===== src/rtl/cpu_seq.sv =====
// cpu_seq: multi-cycle fetch/decode/exec/writeback sequencer; define CPU_SEQ_ILLEGAL_HALT_EN to halt on unsupported opcodes
module cpu_seq #(
  parameter int PC_WIDTH = 10,
  parameter int RESET_PC = 0
) (
  input  logic                clk,
  input  logic                rst_n,
  input  logic                run,
  output logic                imem_req,
  output logic [PC_WIDTH-1:0] imem_addr,
  input  logic                imem_ack,
  input  logic [31:0]         imem_rdata,
  output logic [31:0]         instr,
  input  logic                dec_rf_we,
  output logic                rf_we,
  output logic [PC_WIDTH-1:0] pc,
  output logic [31:0]         instret,
  output logic                halted,
  output logic                illegal
);
  typedef enum logic [2:0] {IDLE, FETCH, DECODE, EXEC, WB, HALT} state_t;
`ifdef CPU_SEQ_ILLEGAL_HALT_EN
  localparam state_t BAD_NX = HALT;
`else
  localparam state_t BAD_NX = EXEC;
`endif
  state_t state, state_nx;
  logic nop, is_ebreak, bad_op;
  assign is_ebreak = instr == 32'h00100073;
  assign bad_op = instr[6:0] != 7'b0010011;
  assign imem_req = state == FETCH;
  assign imem_addr = pc;
  assign halted = state == HALT;
  assign rf_we = state == WB && dec_rf_we && !nop;
  // next-state selection; run is only consulted in IDLE and when leaving WB
  always_comb begin
    state_nx = state;
    case (state)
      IDLE:    state_nx = run ? FETCH : IDLE;
      FETCH:   state_nx = imem_ack ? DECODE : FETCH;
      DECODE:  state_nx = is_ebreak ? HALT : bad_op ? BAD_NX : EXEC;
      EXEC:    state_nx = WB;
      WB:      state_nx = run ? FETCH : IDLE;
      default: state_nx = HALT;
    endcase
  end
  // state, instruction register, pc/instret commit and the halt cause
  always_ff @(posedge clk or negedge rst_n) begin
    if (!rst_n) begin
      state   <= IDLE;
      pc      <= PC_WIDTH'(RESET_PC);
      instr   <= '0;
      instret <= '0;
      nop     <= 1'b0;
      illegal <= 1'b0;
    end else begin
      state <= state_nx;
      if (state == FETCH && imem_ack) instr <= imem_rdata;
      if (state == DECODE) nop <= bad_op;
      if (state == DECODE && state_nx == HALT) illegal <= !is_ebreak;
      if (state == WB) begin
        pc      <= pc + PC_WIDTH'(4);
        instret <= instret + 32'd1;
      end
    end
  end
endmodule


===== config.mk =====
export PLATFORM = sky130hd
export DESIGN_NAME = cpu_seq
export DESIGN_NICKNAME = d
export VERILOG_FILES = /design/src/rtl/cpu_seq.sv
export SDC_FILE = /design/constraint.sdc
export NUM_CORES = 1
export LEC_CHECK = 0
export CORE_ASPECT_RATIO = 0.8
export CORE_MARGIN = 2
export CORE_UTILIZATION = 48
export DETAILED_ROUTE_END_ITERATION = 7
export GPL_ROUTABILITY_DRIVEN = 0
export PLACE_DENSITY = 0.85
export SLEW_MARGIN = 30
export SYNTH_ARGS = -nofsm -noshare
export SYNTH_HDL_FRONTEND = slang
export SYNTH_SLANG_ARGS = --single-unit

===== constraint.sdc =====
create_clock -name clk -period 2.7 [get_ports clk]
set_input_delay 0.54 -clock clk [delete_from_list [all_inputs] [get_ports clk]]
set_output_delay 0.54 -clock clk [all_outputs]
set_load 0.01 [all_outputs]

==> impl_metrics.tcl, run 1 <==
set metrics [dict create \
    status "finished, final reports clean" \
    via_per_inst 5.358 \
    clockRootBuffer "clkbuf_8" \
    stdcell_count 481 \
    antenna_cells 0 \
    die_h_um 80.55 \
    dr_total_vias 2577 \
    met2_length_um 3982 \
    worstSkewPairLatency_ps 350 \
    path_class "flop to primary output" \
    cts-resized-gates 0 \
    dieArea_sq_mm 0.008030 \
    fmax_ghz 0.4325 \
    ys_types 35 \
    routed_wl_um 7931 \
    io_pins 125 \
    finClkSkew_ps 16.29 \
    grt_setup_unrepaired "no" \
    path_clk_slew_ps 80 \
    yosys.area.top_type "dfrtp_1" \
    wl_met1_um 3356 \
    max-cap-violations 0 \
    clock_path_buffers 2 \
    placedCellCount 465 \
    worstReg2RegStart "state[0]$_DFF_PN0_" \
    drv_slew 0 \
    yosysWarnings 0 \
    worstRegToRegCells 4 \
    hold_path.class "input port to async pin" \
    drc 0 \
    rows 27 \
    grt_pass1_wl_um 13270 \
    grt_max_degree 48 \
    power.leakage_nw 2.057 \
    fin_crit_sh 0.8563 \
    dpl_cell_area_sq_mm 0.004684 \
    numCtsBuffers 9 \
    worstMarginPinSlew_ps 597.9 \
    cts_setup_buffers 0 \
    nNetsFinal 428 \
    start_kind "flop" \
    synth_area_leaders "dfrtp_1, mux2_2, xnor2_1" \
    initial_utilization 0.5028 \
    setup_violations 0 \
    synth_top_area_frac 0.5480 \
    core_sq_mm 0.006993 \
    final_cell_mix "clkdlybuf4s50_1, dfrtp_1, mux2_2" \
    holdWs_ps 199.1 \
    final_common_cell "clkdlybuf4s50_1" \
    path_max_fanout 8 \
    r2r_slack_ps 770 \
    hold_viol_final 0 \
    grt_usage 0.2151 \
    ant_nets 0 \
    drt-pass1-iter-count 4 \
    syn_inst 275 \
    syn_area_sq_mm 0.003516 \
    die_w_um 99.69 \
    routedWlPerCell_um 16.49 \
    worstReg2RegEnd "instr[6]$_DFFE_PN0N_" \
    avgSynthCellArea_sq_um 12.78 \
    power_density_mw_per_mm2 895.3 \
    h-tree-depth 3 \
    cp_top_family "buffers and inverters" \
    first_iter_violations 67 \
    antenna_found_initial 0 \
    cp.required_ps 2160 \
    drive_above_1_share 0.1574 \
    crit_buf_inv 1 \
    cts.hold.buffers_added 0 \
    crit_chain "nor3b_4 > and3b_1 > clkdlybuf4s50_1" \
    seq_area_frac_synth 0.5480 \
    fin_area_sq_mm 0.004901 \
    highest_layer "met4" \
    critPathMaxStageDelay_ps 530 \
    hpwl_um 5776 \
    crit_slowest_cell "clkdlybuf4s50_1" \
    cts_tree "yes" \
    end_kind "primary output" \
    cp.arrival_ps 1770 \
    relSlewSlack 0.6014 \
    final_util 0.7008 \
    grt-ovfl-total 0 \
    fin_crit_ps 2312 \
    wl_met3_um 406 \
    ir_worst_vdd_mv 0.6479 \
    synth_seq_cells 77 \
    io_buffers 120 \
    grt_pass1_vias 2682 \
    tns_ps 0 \
    area_growth_pct 39.40 \
    cts_sinks 77 \
]
## sequential cells by signal, summed over array words and instances, names as in the netlist
signal / cells
imem_addr: 8
state: 3
illegal: 1
instret: 32
nop: 1
instr: 32
## stage by stage
step           total power, mW  worst slack [ps]
2_1_floorplan            2.612             950.4
5_1_grt                  4.622             313.8
3_3_place_gp             3.412             490.1
3_5_place_dp             3.458             498.8
6_report                 4.388             388.1
4_1_cts                  4.431             372.4
## worst max-delay path by stage
stage,from,endpoint,slack [ps],cells after the start
4_1_cts,state[1]$_DFF_PN0_,rf_we,370,3
3_3_place_gp,dec_rf_we,rf_we,490,3
3_5_place_dp,dec_rf_we,rf_we,500,3
6_report,state[1]$_DFF_PN0_,rf_we,390,3
5_1_grt,state[1]$_DFF_PN0_,rf_we,310,3
2_1_floorplan,state[1]$_DFF_PN0_,instr[10]$_DFFE_PN0N_,950,5
## Yosys cell counts
cell type  count
a21boi_0       1
a21o_2         1
a21oi_1        1
and2_1         5
and2_2         1
and3_1        11
and3b_1        1
and3b_2        1
and4_1         7
buf_12         3
buf_2          5
buf_4         13
buf_6          1
clkbuf_1       1
conb_1         1
dfrtp_1       77
ha_1           2
inv_1          3
mux2_2        34
nand2_1        7
nand3_1       10
nand4_1       20
nand4_2        2
nor2_1         5
nor3_1         8
nor3_2         2
nor3b_1        2
nor3b_4        1
nor4_1         5
nor4_2         1
nor4b_1        3
o21bai_1       1
o31a_2         1
xnor2_1       28
xor2_1        10
## cell type report
class,instances,area [sq um]
sequential,77,1927
clock buffer,11,131.4
clock inverter,5,85.08
tap,87,108.9
timing repair buffer,123,1246
inverter,3,11.26
multi-input combinational,175,1391
fill,504,2092
## report_power, final
| part | internal [mW] | switching [mW] |
|---|---|---|
| combinational | 1.02 | 0.583 |
| clock | 0.525 | 0.426 |
| sequential | 1.49 | 0.352 |
## layer usage
| layer | vias to the layer above | track usage |
|---|---|---|
| met2 | 81 | 0.3723 |
| met5 | - | 0 |
| met4 | 0 | 0.08356 |
| li1 | 1201 | - |
| met3 | 19 | 0.05309 |
| met1 | 1276 | 0.2604 |
## kinds of logic after synthesis
logic type	Yosys count	synth area share
xor+xnor	38	0.09466
other cells	1	0.001067
buf+inv	26	0.05943
compound gates	5	0.01103
simple gates	92	0.1698
mux	34	0.1089
fa+ha+maj	2	0.007116
flops	77	0.5480
No activity file was read; power rests on OpenSTA's default activity.
==> inputs of run 2 (changes only) <==
CTS_CLUSTER_DIAMETER = 40   (was unset)
==> results of run 2 <==
Final layout, timing and power as in run 1 (identical DEF).
==> inputs of run 3 (changes only) <==
CTS_CLUSTER_SIZE = 24   (was unset)
==> results of run 3 <==
Final layout, timing and power as in run 1 (identical DEF).
